## src/rtl/ifft_pkg.sv

```systemverilog
`default_nettype none
// ============================================================================
// Package     : ifft_pkg
// Description : Shared state encoding and sizing constants for the 4-point
//               radix-2 inverse FFT.
// Revision    : 1.0 - initial release
// ============================================================================
package ifft_pkg;

  // Frame sequencing: collect bins, two butterfly stages, stream samples
  typedef enum logic [1:0] {
    LOAD   = 2'd0,
    ST1    = 2'd1,
    ST2    = 2'd2,
    UNLOAD = 2'd3
  } state_t;

  localparam int N_PTS = 4;
  // 1/N scaling expressed as an arithmetic right shift
  localparam int LOG2N = 2;

endpackage : ifft_pkg
`default_nettype wire

```

## src/rtl/cbfly.sv

```systemverilog
`default_nettype none
// ============================================================================
// Module      : cbfly
// Description : Complex radix-2 butterfly. Produces a+b and a-b at one bit of
//               growth; optionally multiplies the difference by +j, which is
//               the inverse-transform twiddle W4^-1 applied in the odd branch.
// Revision    : 1.0 - initial release
// ============================================================================
module cbfly #(
  parameter int W     = 8,
  parameter bit ROT_J = 1'b0
) (
  input  logic signed [W-1:0] a_re,
  input  logic signed [W-1:0] a_im,
  input  logic signed [W-1:0] b_re,
  input  logic signed [W-1:0] b_im,
  output logic signed [W:0]   sum_re,
  output logic signed [W:0]   sum_im,
  output logic signed [W:0]   diff_re,
  output logic signed [W:0]   diff_im
);

  logic signed [W:0] ae_re, ae_im, be_re, be_im;
  logic signed [W:0] d_re, d_im;

  // Sign-extend by one bit so neither sum nor difference can wrap
  assign ae_re = {a_re[W-1], a_re};
  assign ae_im = {a_im[W-1], a_im};
  assign be_re = {b_re[W-1], b_re};
  assign be_im = {b_im[W-1], b_im};

  assign sum_re = ae_re + be_re;
  assign sum_im = ae_im + be_im;
  assign d_re   = ae_re - be_re;
  assign d_im   = ae_im - be_im;

  // j*(x + jy) = -y + jx. The difference of two W-bit values never reaches
  // -2^W, so negating it stays within W+1 bits.
  generate
    if (ROT_J) begin : g_rot_j
      assign diff_re = -d_im;
      assign diff_im = d_re;
    end else begin : g_no_rot
      assign diff_re = d_re;
      assign diff_im = d_im;
    end
  endgenerate

endmodule : cbfly
`default_nettype wire

```

## src/rtl/radix_2_ifft4.sv

```systemverilog
`default_nettype none
// ============================================================================
// Module      : radix_2_ifft4
// Description : Streaming 4-point radix-2 inverse FFT. Collects four spectral
//               bins on a valid/ready input, runs two registered butterfly
//               stages, then streams four time-domain samples out.
// Revision    : 1.0 - initial release
// ============================================================================
module radix_2_ifft4
  import ifft_pkg::*;
#(
  parameter int IN_W  = 8,
  parameter bit SCALE = 1'b1
) (
  input  logic                   clk,
  input  logic                   rst_n,
  input  logic                   in_valid,
  output logic                   in_ready,
  input  logic signed [IN_W-1:0] in_re,
  input  logic signed [IN_W-1:0] in_im,
  output logic                   out_valid,
  input  logic                   out_ready,
  output logic signed [IN_W+1:0] out_re,
  output logic signed [IN_W+1:0] out_im,
  output logic [1:0]             out_idx,
  output logic                   out_last
);

  localparam int S1_W  = IN_W + 1;
  localparam int OUT_W = IN_W + 2;

  state_t state, state_nxt;
  logic [1:0] load_cnt;
  logic [1:0] idx;
  logic       in_fire;
  logic       out_fire;

  // Bin register file, natural order Y[0..3]
  logic signed [IN_W-1:0] bin_re [N_PTS];
  logic signed [IN_W-1:0] bin_im [N_PTS];

  // Stage-1 combinational results and registers
  logic signed [S1_W-1:0] s1_a0_re, s1_a0_im, s1_a1_re, s1_a1_im;
  logic signed [S1_W-1:0] s1_b0_re, s1_b0_im, s1_b1_re, s1_b1_im;
  logic signed [S1_W-1:0] a0_re, a0_im, a1_re, a1_im;
  logic signed [S1_W-1:0] b0_re, b0_im, b1_re, b1_im;

  // Stage-2 combinational results, scaled versions and output registers
  logic signed [OUT_W-1:0] s2_re [N_PTS];
  logic signed [OUT_W-1:0] s2_im [N_PTS];
  logic signed [OUT_W-1:0] sc_re [N_PTS];
  logic signed [OUT_W-1:0] sc_im [N_PTS];
  logic signed [OUT_W-1:0] x_re  [N_PTS];
  logic signed [OUT_W-1:0] x_im  [N_PTS];

  assign in_ready  = rst_n && (state == LOAD);
  assign out_valid = rst_n && (state == UNLOAD);
  assign in_fire   = in_valid && in_ready;
  assign out_fire  = out_valid && out_ready;

  // Stage 1: even pair (Y0,Y2) plain, odd pair (Y1,Y3) with +j on the difference
  cbfly #(.W(IN_W), .ROT_J(1'b0)) u_s1_even (
    .a_re(bin_re[0]), .a_im(bin_im[0]), .b_re(bin_re[2]), .b_im(bin_im[2]),
    .sum_re(s1_a0_re), .sum_im(s1_a0_im), .diff_re(s1_a1_re), .diff_im(s1_a1_im)
  );

  cbfly #(.W(IN_W), .ROT_J(1'b1)) u_s1_odd (
    .a_re(bin_re[1]), .a_im(bin_im[1]), .b_re(bin_re[3]), .b_im(bin_im[3]),
    .sum_re(s1_b0_re), .sum_im(s1_b0_im), .diff_re(s1_b1_re), .diff_im(s1_b1_im)
  );

  // Stage 2: x0/x2 from (a0,b0), x1/x3 from (a1,b1)
  cbfly #(.W(S1_W), .ROT_J(1'b0)) u_s2_even (
    .a_re(a0_re), .a_im(a0_im), .b_re(b0_re), .b_im(b0_im),
    .sum_re(s2_re[0]), .sum_im(s2_im[0]), .diff_re(s2_re[2]), .diff_im(s2_im[2])
  );

  cbfly #(.W(S1_W), .ROT_J(1'b0)) u_s2_odd (
    .a_re(a1_re), .a_im(a1_im), .b_re(b1_re), .b_im(b1_im),
    .sum_re(s2_re[1]), .sum_im(s2_im[1]), .diff_re(s2_re[3]), .diff_im(s2_im[3])
  );

  // Optional 1/4 scaling; arithmetic shift floors toward minus infinity
  generate
    for (genvar n = 0; n < N_PTS; n++) begin : g_scale
      if (SCALE) begin : g_div
        assign sc_re[n] = s2_re[n] >>> LOG2N;
        assign sc_im[n] = s2_im[n] >>> LOG2N;
      end else begin : g_raw
        assign sc_re[n] = s2_re[n];
        assign sc_im[n] = s2_im[n];
      end
    end
  endgenerate

  // State register
  always_ff @(posedge clk) begin
    if (!rst_n) state <= LOAD;
    else        state <= state_nxt;
  end

  // Next-state logic
  always_comb begin
    state_nxt = state;
    case (state)
      LOAD:    if (in_fire && (load_cnt == 2'd3)) state_nxt = ST1;
      ST1:     state_nxt = ST2;
      ST2:     state_nxt = UNLOAD;
      UNLOAD:  if (out_fire && (idx == 2'd3)) state_nxt = LOAD;
      default: state_nxt = LOAD;
    endcase
  end

  // Bin capture; the counter wraps back to 0 after the fourth bin
  always_ff @(posedge clk) begin
    if (!rst_n) begin
      load_cnt <= 2'd0;
      for (int k = 0; k < N_PTS; k++) begin
        bin_re[k] <= '0;
        bin_im[k] <= '0;
      end
    end else if (in_fire) begin
      bin_re[load_cnt] <= in_re;
      bin_im[load_cnt] <= in_im;
      load_cnt         <= load_cnt + 2'd1;
    end
  end

  // Stage-1 registers, loaded once per frame in ST1
  always_ff @(posedge clk) begin
    if (!rst_n) begin
      a0_re <= '0; a0_im <= '0; a1_re <= '0; a1_im <= '0;
      b0_re <= '0; b0_im <= '0; b1_re <= '0; b1_im <= '0;
    end else if (state == ST1) begin
      a0_re <= s1_a0_re; a0_im <= s1_a0_im;
      a1_re <= s1_a1_re; a1_im <= s1_a1_im;
      b0_re <= s1_b0_re; b0_im <= s1_b0_im;
      b1_re <= s1_b1_re; b1_im <= s1_b1_im;
    end
  end

  // Stage-2 (scaled) output registers, loaded once per frame in ST2
  always_ff @(posedge clk) begin
    if (!rst_n) begin
      for (int n = 0; n < N_PTS; n++) begin
        x_re[n] <= '0;
        x_im[n] <= '0;
      end
    end else if (state == ST2) begin
      for (int n = 0; n < N_PTS; n++) begin
        x_re[n] <= sc_re[n];
        x_im[n] <= sc_im[n];
      end
    end
  end

  // Output sample index; advances only on an accepted sample
  always_ff @(posedge clk) begin
    if (!rst_n)                  idx <= 2'd0;
    else if (state == ST2)       idx <= 2'd0;
    else if (out_fire)           idx <= idx + 2'd1;
  end

  assign out_idx  = idx;
  assign out_re   = x_re[idx];
  assign out_im   = x_im[idx];
  assign out_last = out_valid && (idx == 2'd3);

endmodule : radix_2_ifft4
`default_nettype wire

```

## config.mk

```make
export PLATFORM = sky130hd
export DESIGN_NAME = radix_2_ifft4
export DESIGN_NICKNAME = d
export VERILOG_FILES = /design/src/rtl/ifft_pkg.sv /design/src/rtl/cbfly.sv /design/src/rtl/radix_2_ifft4.sv
export SDC_FILE = /design/constraint.sdc
export NUM_CORES = 1
export LEC_CHECK = 0
export ABC_AREA = 0
export ABC_CLOCK_PERIOD_IN_PS = 5900
export BUFFER_PORTS_ARGS = -buffer_cell sky130_fd_sc_hd__buf_2
export CORE_ASPECT_RATIO = 0.9
export CORE_MARGIN = 2
export CORE_UTILIZATION = 65
export DETAILED_ROUTE_END_ITERATION = 6
export GPL_TIMING_DRIVEN = 0
export PLACE_DENSITY = 0.86
export SETUP_SLACK_MARGIN = 0.5
export SLEW_MARGIN = 20
export SYNTH_ARGS = -nofsm -noshare
export SYNTH_HDL_FRONTEND = slang
export SYNTH_SLANG_ARGS = --single-unit
```

## constraint.sdc

```tcl
create_clock -name clk -period 5.9 [get_ports clk]
set_clock_uncertainty 0.15 [all_clocks]
set_input_delay 1.18 -clock clk [delete_from_list [all_inputs] [get_ports clk]]
set_output_delay 1.18 -clock clk [all_outputs]
set_load 0.05 [all_outputs]
```

==> results of run 1 <==
## worst register-to-register path, stage by stage, from the launching register on
cell and delay [ns]:
dfxtp_1 0.35, inv_1 0.11, ha_1 0.16, clkbuf_1 0.37, inv_1 0.29, clkbuf_1 0.35, clkbuf_1 0.38, a211oi_1 0.71
a21oi_1 0.08, nor2_1 0.11
## flip-flops by register name (all words and copies together) (netlist names), named ones only
register and cells:
out_idx 2, state 2, b0_re 9, b0_im 9, bin_im 32, a0_im 9
a0_re 8, x_im 32, b1_re 8, bin_re 32, b1_im 8, x_re 32
a1_im 8, load_cnt 2, a1_re 9
## metrics by stage
stage               cells  utilization [%]  hold WS [ns]
floorplan            1311                -         0.322
global placement     1609             68.2         0.347
detailed placement   1611             68.4         0.353
CTS                  1651             72.3         0.361
global route         1651             72.3         0.384
finish               1651             72.3         0.359
## cells by family after synthesis
| group | count (synthesis) |
|---|---|
| buffers and inverters | 178 |
| muxes | 32 |
| DFF | 204 |
| xor gates and xnor gates | 56 |
| AOI/OAI and AO/OA | 266 |
| adders and majority gates | 143 |
| and+or+nand+nor | 432 |
## cell type report
| type | count | area (um^2) |
|---|---|---|
| clock inverter | 16 | 186 |
| tap | 255 | 319 |
| multi-input combinational | 929 | 6920 |
| clock buffer | 24 | 579 |
| timing repair buffer | 45 | 246 |
| buffer | 62 | 272 |
| inverter | 116 | 435 |
| fill | 1450 | 5480 |
| sequential | 204 | 5370 |
## worst min path at each step
stage / endpoint / depth (start not counted) / slack [ns]
after floorplan: b1_im[1] / 2 / 0.32
after global placement: b1_im[1] / 2 / 0.35
final: b1_re[1] / 2 / 0.36
after global routing: b1_im[1] / 2 / 0.38
after detailed placement: b1_im[1] / 2 / 0.35
after CTS: b1_im[1] / 2 / 0.36
## cells in the final DEF (no fill, tap or decap), types with 8 or more instances in the layout
cell       synthesis  final
nor2_1           135    135
ha_1             135    135
edfxtp_1         128    128
inv_1            116    117
dfxtp_1           76     76
a21oi_1           72     72
and2_1            68     68
buf_2             10     53
o21ai_0           49     48
clkbuf_1          42     43
nand2_1           40     40
xnor2_1           37     37
nand3_1           34     34
nor3_1            28     28
nand2b_1          27     26
clkbuf_16          0     23
nor2b_1           22     22
or3_1             21     21
a31oi_1           19     19
xor2_1            19     19
mux4_2            16     16
a211oi_1          16     16
mux2i_1           15     15
o21bai_1          14     14
a21o_1            11     11
nand4_1           11     11
and3_1             8      8
nor3b_1            8      8
a311oi_1           8      8
o31a_1             8      8
fa_1               8      8
## power by group
group	switching [W]	internal, W
sequential	0.000267	0.00179
clock	0.000592	0.000853
combinational	0.00167	0.00115
## metal layers
metal	global-route usage [%]	wire length [um]	vias to the layer above
li1	-	-	4804
met1	41.2	13400	4680
met5	0	0	-
met3	4.29	2510	77
met4	10.3	1230	0
met2	47.6	14100	449
==> results.md, run 1 <==
- Status: finished clean
- Pleak: 5.92 nW
- Htree depth: 1
- Crit path max-delay family: buffers and inverters
- Cell area after layout: 14300 um^2
- Least-Margin Pin Slew: 1.00 ns
- CTS tree: built
- Antenna violations before repair: 1
- Vias in the first global route: 9653
- Crit-path max cell delay: 0.75 ns
- Hold WC Path Type: reg2reg
- GPL Wtd Cong: 0.941
- Placed Area: 13600 um^2
- Sink Count: 204
- Critical path destination: out_last
- Post-Synthesis Cells: 1311
- Max stage delay cell, worst path: clkbuf_1
- Period utilisation layout: 80.7%
- Longest Clk Path Bufs: 3
- Final Critical Period: 4.76 ns
- Syn_area_per_cell: 9.90 um^2
- DRT iter0 DRCs: 974
- Crit path cell chain: clkbuf_1 > clkbuf_1 > clkbuf_1 > and3_1 > buf_2
- R2r endpoint: b1_re[3]
- Achievable Freq: 0.210 GHz
- Min-delay src: b1_re[1]
- Hold_buf cts: 0
- Mean number of vias per cell: 6.06
- DR pass1 iterations: 5
- Area delta synth->final: 10.3%
- Die Ht: 138 um
- PD cells: 441 nW/um^2
- Most instantiated cells after synthesis: 135 x ha_1, 135 x nor2_1, 128 x edfxtp_1
- Clock Latency Late Sink: 0.53 ns
- Post-synthesis mux area share: 4.02%
- Element type at the critical path start: primary input
- Cell mode on critical path: clkbuf_1
- Distinct cells, synth: 69
- CP Capture Type: output pin
- Critical Path Stages: 5
- Clock Root Buffer: clkbuf_16
- Top FF cell, synth: edfxtp_1
- XOR/XNOR share of the synthesized area: 3.78%
- Top cells by area, synth: edfxtp_1 30%, ha_1 13%, dfxtp_1 12%
- PortBufs: 43
- Final Hold Violating Endpoints: 0
- Fin worst setup slack: 1.14 ns
- DRC viols: 0
- Internal reg-to-reg setup slack: 2.77 ns
- Cell area after synthesis: 13000 um^2
- Arrival time at the worst endpoint: 3.43 ns
- Ant diodes: 0
- Core Region: 19800 um^2
- Simple-gate portion of the synthesized area: 17.4%
- Chip width: 153 um
- Critical path type: in2out
- R2r startpoint: state[1]
- Die footprint: 21100 um^2
- Number of placed I/O pins: 45
- Largest net degree at the start of global routing: 36
- Routed vias: 10010
- Rows: 49
- Antenna-violating nets left: 0
- Worst path bufs/invs: 4
- Post-synth EDFFs: 128
- Mapped Nets: 1474
- R2R cell count: 9
- Yosys top cell area share: 29.6%
- CTS resizes: 0
- Layout net count: 1543
- Yosys top cell by area: edfxtp_1
- All-layer global routing usage: 29.5%
- CTS Buf Count: 22
- Relative slew slack: 33.2%
- Clk pin slew, worst setup/hold paths: 0.06 ns
- Tot Pwr: 0.00632 W
- Layout cells sized above 1: 9.89%
- Sequential fraction of the synthesis area: 41.3%
- Avg WL per Cell: 18.9 um
- Crit path max fanout: 10
- DPL Wire Length: 24000 um
- RSZ-0062 raised after global routing: false
- Synth Area in Adders: 14.2%
- Pins Over Slew Limit: 0
- Starting density of the core: 65.5%
- Maxcap violations: 0
- Flops & latches, synth: 204
- First-pass GRT wire length: 50000 um
- Final setup viols: 0
- Setup_tns: 0 ns
- Critical Path RT: 4.57 ns
- CP startpoint: rst_n
- Largest family of logic cells by synthesized area: simple AND/OR/NAND/NOR gates
- GRT Residual Overflow: 0
- FFs w/ async S/R, synth: 0%
- Routed WL: 31200 um
- Post-CTS setup buffer count: 0
- Place WS: 1.35 ns
- Worst VDD drop: 0.264 mV
- Post-synthesis compound-gate area fraction: 13.7%
- YS warnings: 0
Note: power is estimated with default switching activity, not from simulation.
==> run 2: changes to the inputs <==
Settings changed: ABC_CLOCK_PERIOD_IN_PS 5900 to 4200, CORE_UTILIZATION 65 to 57, PLACE_DENSITY 0.86 to 0.8.
Clock period 5.9 ns to 4.2 ns, I/O delays scaled along.
==> run 2 against run 1 <==
Compared with the run above: final cell count is 2.6% higher; total power increased by 39%; clock power up 33%; die area is 14% higher; wire length up 0.62%; sequential power grew 41%; setup slack got worse by 0.48 ns; first-iteration DRC count is 13% lower; sequential cell count is the same; count of clock-buffer cells in the layout is 12 higher; largest cell class unchanged; highest routed layer unchanged.
==> results.md, run 2 (synthesized netlist as in run 1, its figures left out) <==
- Status: finished clean (unchanged)
- Vias in the first global route: 9124 (was 9653)
- Antenna-violating nets left: 0 (unchanged)
- Placed Area: 13600 um^2 (about the same)
- Layout cells sized above 1: 9.46% (was 9.89%)
- Critical path type: in2out (unchanged)
- Area occupied by registers: 5370 um^2 (unchanged)
- Worst VDD drop: 0.338 mV (was 0.264 mV)
- RSZ-0062 raised after global routing: false (unchanged)
- Internal reg-to-reg setup slack: 0.92 ns (was 2.77 ns)
- Post-Layout Cell Count: 1694 (was 1651)
- Critical Path RT: 3.21 ns (was 4.57 ns)
- First-pass GRT wire length: 49300 um (was 50000 um)
- DRC viols: 0 (unchanged)
- Clk pin slew, worst setup/hold paths: 0.05 ns (was 0.06 ns)
- GPL Wtd Cong: 0.930 (was 0.941)
- CTS tree: built (unchanged)
- DRT iter0 DRCs: 851 (was 974)
- Flop pwr share: 33.1% (was 32.6%)
- R2R cell count: 9 (unchanged)
- Mean number of vias per cell: 5.80 (was 6.06)
- GRT Residual Overflow: 0 (unchanged)
- Arrival time at the worst endpoint: 2.56 ns (was 3.43 ns)
- Cell mode on critical path: clkbuf_2 (was clkbuf_1)
- Net Sw Power: 0.00348 W (was 0.00253 W)
- Placed insts: 1653 (was 1611)
- Htree depth: 1 (unchanged)
- PD cells: 612 nW/um^2 (was 441 nW/um^2)
- Clock Root Buffer: clkbuf_16 (unchanged)
- Fillers: 1818 (was 1450)
- Maxcap violations: 0 (unchanged)
- Internal power: 0.00529 W (was 0.00379 W)
- Die Ht: 147 um (was 138 um)
- Commonest cells after routing, fill and taps aside: 135 x nor2_1, 135 x ha_1, 128 x edfxtp_1, 116 x inv_1, 76 x dfxtp_1 (was 135 x nor2_1, 135 x ha_1, 128 x edfxtp_1, 117 x inv_1, 76 x dfxtp_1)
- Longest Clk Path Bufs: 3 (unchanged)
- R2r endpoint: b1_re[3] (unchanged)
- Hold WC Path Type: reg2reg (unchanged)
- Relative slew slack: 32.3% (was 33.2%)
- Antenna violations before repair: 1 (unchanged)
- Part of the power in the clock network: 22.0% (was 22.9%)
- R2r startpoint: state[1] (unchanged)
- PortBufs: 43 (unchanged)
- Min-delay src: b1_im[4] (was b1_re[1])
- Avg WL per Cell: 18.5 um (was 18.9 um)
- Core Region: 22400 um^2 (was 19800 um^2)
- Cell area after layout: 14300 um^2 (about the same)
- Crit path cell chain: clkbuf_1 > clkbuf_2 > clkbuf_2 > and3_1 > buf_2 (was clkbuf_1 > clkbuf_1 > clkbuf_1 > and3_1 > buf_2)
- Area delta synth->final: 10.4% (was 10.3%)
- Chip width: 163 um (was 153 um)
- Routed WL: 31400 um (was 31200 um)
- Hold_buf cts: 0 (unchanged)
- Final Critical Period: 3.55 ns
- Final setup viols: 0 (unchanged)
- Rows: 52 (was 49)
- Crit-path max cell delay: 0.43 ns (was 0.75 ns)
- Clock Latency Late Sink: 0.52 ns (was 0.53 ns)
- Starting density of the core: 57.8% (was 65.5%)
- Area of the multi-input gates: 6920 um^2 (unchanged)
- Routed vias: 9824 (was 10010)
- Number of placed I/O pins: 45 (unchanged)
- Least-Margin Pin Slew: 1.01 ns (was 1.00 ns)
- Logic gate share of total power: 44.9% (was 44.5%)
- Layout net count: 1543 (unchanged)
- Die footprint: 24000 um^2 (was 21100 um^2)
- Hold EP: b1_im[4] (was b1_re[1])
- Post-CTS setup buffer count: 0 (unchanged)
- DR pass1 iterations: 5 (unchanged)
- Max stage delay cell, worst path: clkbuf_1 (unchanged)
- All-layer global routing usage: 26.5% (was 29.5%)
- CTS Buf Count: 22 (unchanged)
- Crit path max fanout: 10 (unchanged)
- Achievable Freq: 0.282 GHz
- Pleak: 5.89 nW (was 5.92 nW)
- DPL Wire Length: 24400 um (was 24000 um)
- CP Capture Type: output pin (unchanged)
- Sink Count: 204 (unchanged)
- Pins Over Slew Limit: 0 (unchanged)
- Period utilisation layout: 84.4%
- Element type at the critical path start: primary input (unchanged)
- Hold depth: 2 (unchanged)
- Largest net degree at the start of global routing: 39 (was 36)
- Final Hold Violating Endpoints: 0 (unchanged)
- Sw Ratio: 39.7% (was 40.0%)
[run 2: cell types whose count changed in the layout (fill, tap and decap cells not counted)]
cell       change
bufinv_16      -1
clkbuf_1       +7
clkbuf_2       +2
clkbuf_4       +2
clkbuf_8       +1
clkinv_2       -3
clkinv_4       -3
clkinv_8       -1
diode_2        +1
inv_1          -1
inv_6          -3
[run 2: area by class of cell]
cell class | instances | area share, %
antenna | 1 | 0.0175
buffer | 62 | 1.91
clock inverter | 4 | 0.480
tap | 297 | 2.59
timing repair buffer | 45 | 1.72
multi-input combinational | 929 | 48.3
inverter | 116 | 3.04
clock buffer | 36 | 4.48
sequential | 204 | 37.5
[run 2: worst max path at each step]
| stage | startpoint | endpoint | slack, ns | cells after the start |
|---|---|---|---|---|
| finish | rst_n | out_last | 0.65 | 5 |
| global route | flop | out_im[9] | 0.65 | 5 |
| CTS | rst_n | out_last | 0.52 | 5 |
| detailed placement | rst_n | out_last | 0.30 | 5 |
| global placement | rst_n | x_re[2][0] | -0.06 | 3 |
| floorplan | rst_n | x_im[0][0] | 0.89 | 3 |
[run 2: critical path, delay by kind of cell]
kind	cells	cell delay (ns)
simple gates	1	0.21
buf+inv	4	1.51
[run 2: layer usage]
metal / up-vias / track usage (%) / wire [um]
met5: - / 0 / 0
met4: 0 / 8.54 / 1100
met3: 59 / 4.83 / 2390
met2: 311 / 41.1 / 13800
met1: 4666 / 37.7 / 14100
li1: 4788 / - / -
[run 2: repair_timing]
| action | in CTS | in global routing |
|---|---|---|
| endpoints found under the setup margin | 1 | 1 |
| endpoints found under the hold margin | 0 | 0 |
| resized for setup | 1 | 2 |
| pin swaps | 0 | 0 |
[run 2: stage by stage]
step	util (%)	hold WS, ns	setup TNS [ns]	worst slack (ns)	total power, W
3_3_place_gp	60.4	0.350	-3.87	-0.0622	0.00666
3_5_place_dp	60.6	0.356	0	0.295	0.00678
4_1_cts	63.8	0.364	0	0.524	0.00871
6_report	63.8	0.364	0	0.654	0.00877
5_1_grt	63.8	0.385	0	0.647	0.00931
2_1_floorplan	-	0.322	0	0.891	0.00577
[run 2: power by group through the flow]
stage | clock network [W] | registers [W] | logic [W]
5_1_grt | 0.00204 | 0.00294 | 0.00433
4_1_cts | 0.00195 | 0.00288 | 0.00388
6_report | 0.00193 | 0.00290 | 0.00394
3_3_place_gp | 0 | 0.00290 | 0.00376
3_5_place_dp | 0 | 0.00292 | 0.00385
2_1_floorplan | 0 | 0.00276 | 0.00301
==> run 3: changes to the inputs <==
Settings changed: ABC_CLOCK_PERIOD_IN_PS 4200 to 3100.
Clock period 4.2 ns to 3.1 ns, I/O delays scaled along.
==> run 3 against run 2 <==
Compared with the run above: critical path depth stayed put; hold slack worse by 0.097 ns; critical endpoint is now out_re[9]; die area stayed put; total power is 38% higher; sequential power is 36% higher; sequential cell count stayed put.
==> results.md, run 3 (synthesized netlist as in run 1, its figures left out) <==
- Status: finished clean (unchanged)
- Starting density of the core: 57.8% (unchanged)
- Rows: 52 (unchanged)
- CTS tree: built (unchanged)
- PD cells: 825 nW/um^2 (was 612 nW/um^2)
- First-pass GRT wire length: 49100 um (was 49300 um)
- GRT Residual Overflow: 0 (unchanged)
- Crit path max fanout: 6 (was 10)
- Core Region: 22400 um^2 (unchanged)
- R2r endpoint: bin_im[0][3] (was b1_re[3])
- Critical path type: reg2out (was in2out)
- Die Ht: 147 um (unchanged)
- Maxcap violations: 0 (unchanged)
- Achievable Freq: 0.375 GHz
- Worst VDD drop: 0.428 mV (was 0.338 mV)
- GPL Wtd Cong: 0.967 (was 0.930)
- Htree depth: 1 (unchanged)
- Longest Clk Path Bufs: 3 (unchanged)
- Element type at the critical path start: flop (was primary input)
- Place WS: -0.430 ns (was 0.295 ns)
- Internal reg-to-reg setup slack: 0.54 ns (was 0.92 ns)
- Antenna-violating nets left: 0 (unchanged)
- R2r startpoint: state[0] (was state[1])
- Clock Root Buffer: clkbuf_16 (unchanged)
- Setup_tns: 0 ns (unchanged)
- Pins Over Slew Limit: 0 (unchanged)
- Min-delay src: in_re[3] (was b1_im[4])
- Hold depth: 2 (unchanged)
- Die footprint: 24000 um^2 (unchanged)
- Vias in the first global route: 9045 (was 9124)
- Clock Latency Late Sink: 0.51 ns (was 0.52 ns)
- Period utilisation layout: 86.0%
- Ant diodes: 0 (was 1)
- R2R cell count: 6 (was 9)
- Fillers: 1781 (was 1818)
- Layout cells sized above 1: 11.5% (was 9.46%)
- Avg WL per Cell: 18.6 um (was 18.5 um)
- Sink Count: 204 (unchanged)
- Arrival time at the worst endpoint: 1.90 ns (was 2.56 ns)
- Mean number of vias per cell: 5.81 (was 5.80)
- Final Hold Violating Endpoints: 0 (unchanged)
- Critical Path RT: 2.33 ns (was 3.21 ns)
- Largest net degree at the start of global routing: 36 (was 39)
- Final setup viols: 0 (unchanged)
- Layout net count: 1547 (was 1543)
- Fin worst setup slack: 0.435 ns (was 0.654 ns)
- All-layer global routing usage: 26.4% (was 26.5%)
- RSZ-0062 raised after global routing: true (was false)
- Relative slew slack: 46.1% (was 32.3%)
- Number of placed I/O pins: 45 (unchanged)
- Least-Margin Pin Slew: 0.808 ns (was 1.01 ns)
- Chip width: 163 um (unchanged)
- Post-Layout Cell Count: 1696 (was 1694)
- Area delta synth->final: 13.1% (was 10.4%)
- CTS Buf Count: 22 (unchanged)
- DRT iter0 DRCs: 736 (was 851)
- Antenna violations before repair: 0 (was 1)
- DR pass1 iterations: 5 (unchanged)
- Hold EP: bin_re[0][3] (was b1_im[4])
- DRC viols: 0 (unchanged)
- Routed vias: 9855 (was 9824)
- Clk pin slew, worst setup/hold paths: 0.06 ns (was 0.05 ns)
- PortBufs: 43 (unchanged)
- Placed insts: 1652 (was 1653)
- Commonest cells after routing, fill and taps aside: 135 x nor2_1, 135 x ha_1, 128 x edfxtp_1, 116 x inv_1, 75 x dfxtp_1 (was 135 x nor2_1, 135 x ha_1, 128 x edfxtp_1, 116 x inv_1, 76 x dfxtp_1)
- Final Critical Period: 2.67 ns
- CP Capture Type: output pin (unchanged)
- Routed WL: 31500 um (was 31400 um)
- DPL Wire Length: 24200 um (was 24400 um)
- Hold WC Path Type: in2reg (was reg2reg)
- Pleak: 6.03 nW (was 5.89 nW)
==> run 3: cell count changes in the layout (fill, tap and decap cells not counted), moves of 3 or more <==
cell      delta
buf_2       -22
buf_4        +3
buf_6       +17
buf_8        +6
clkbuf_1    -16
clkbuf_2     +6
==> run 3: power breakdown <==
group / internal, W / switching [W]
Combinational: 0.00223 / 0.00318
Sequential: 0.00341 / 0.000520
Clock: 0.00171 / 0.00106
Total: 0.00735 / 0.00476
==> run 3: per-layer routing <==
metal	up-vias	GRT usage, %	part of all wire [%]
met5	-	0	0
met4	0	5.71	2.3
met3	54	3.75	6.5
met2	325	42.2	45
met1	4687	38.3	46
li1	4789	-	-
==> run 3: repair_timing <==
item / CTS / global route
setup buffers: 5 / 0
hold buffers: 0 / 0
gates resized for setup: 69 / 28
endpoints found under the setup margin: 105 / 122
==> run 3: worst max-delay path, cell delays in order (launching register included) <==
cell and delay [ns]:
dfxtp_2 0.32, buf_6 0.10, buf_12 0.12, mux4_2 0.55, buf_6 0.15, buf_8 0.14
==> run 3: per-stage QoR <==
stage	hold WS (ns)	instance area, um^2	util [%]	power [W]
floorplan	0.322	13000	-	0.00782
global placement	0.350	13600	60.5	0.00902
detailed placement	0.350	13600	60.6	0.00916
CTS	0.254	14600	65.2	0.0120
global route	0.279	14700	65.4	0.0128
finish	0.267	14700	65.4	0.0121
==> run 3: worst max-delay path by stage <==
stage | endpoint | startpoint
4_1_cts | out_last | rst_n
6_report | out_re[9] | flop
2_1_floorplan | bin_im[2][0] | rst_n
3_5_place_dp | out_last | rst_n
3_3_place_gp | out_last | rst_n
5_1_grt | out_im[8] | flop
==> run 3: final cells by class <==
type,count,area (um^2),area share [%]
multi-input combinational,929,6980,47.5
clock inverter,11,156,1.07
tap,297,372,2.53
sequential,204,5370,36.5
buffer,62,347,2.36
clock buffer,28,604,4.12
timing repair buffer,49,425,2.90
inverter,116,435,2.97
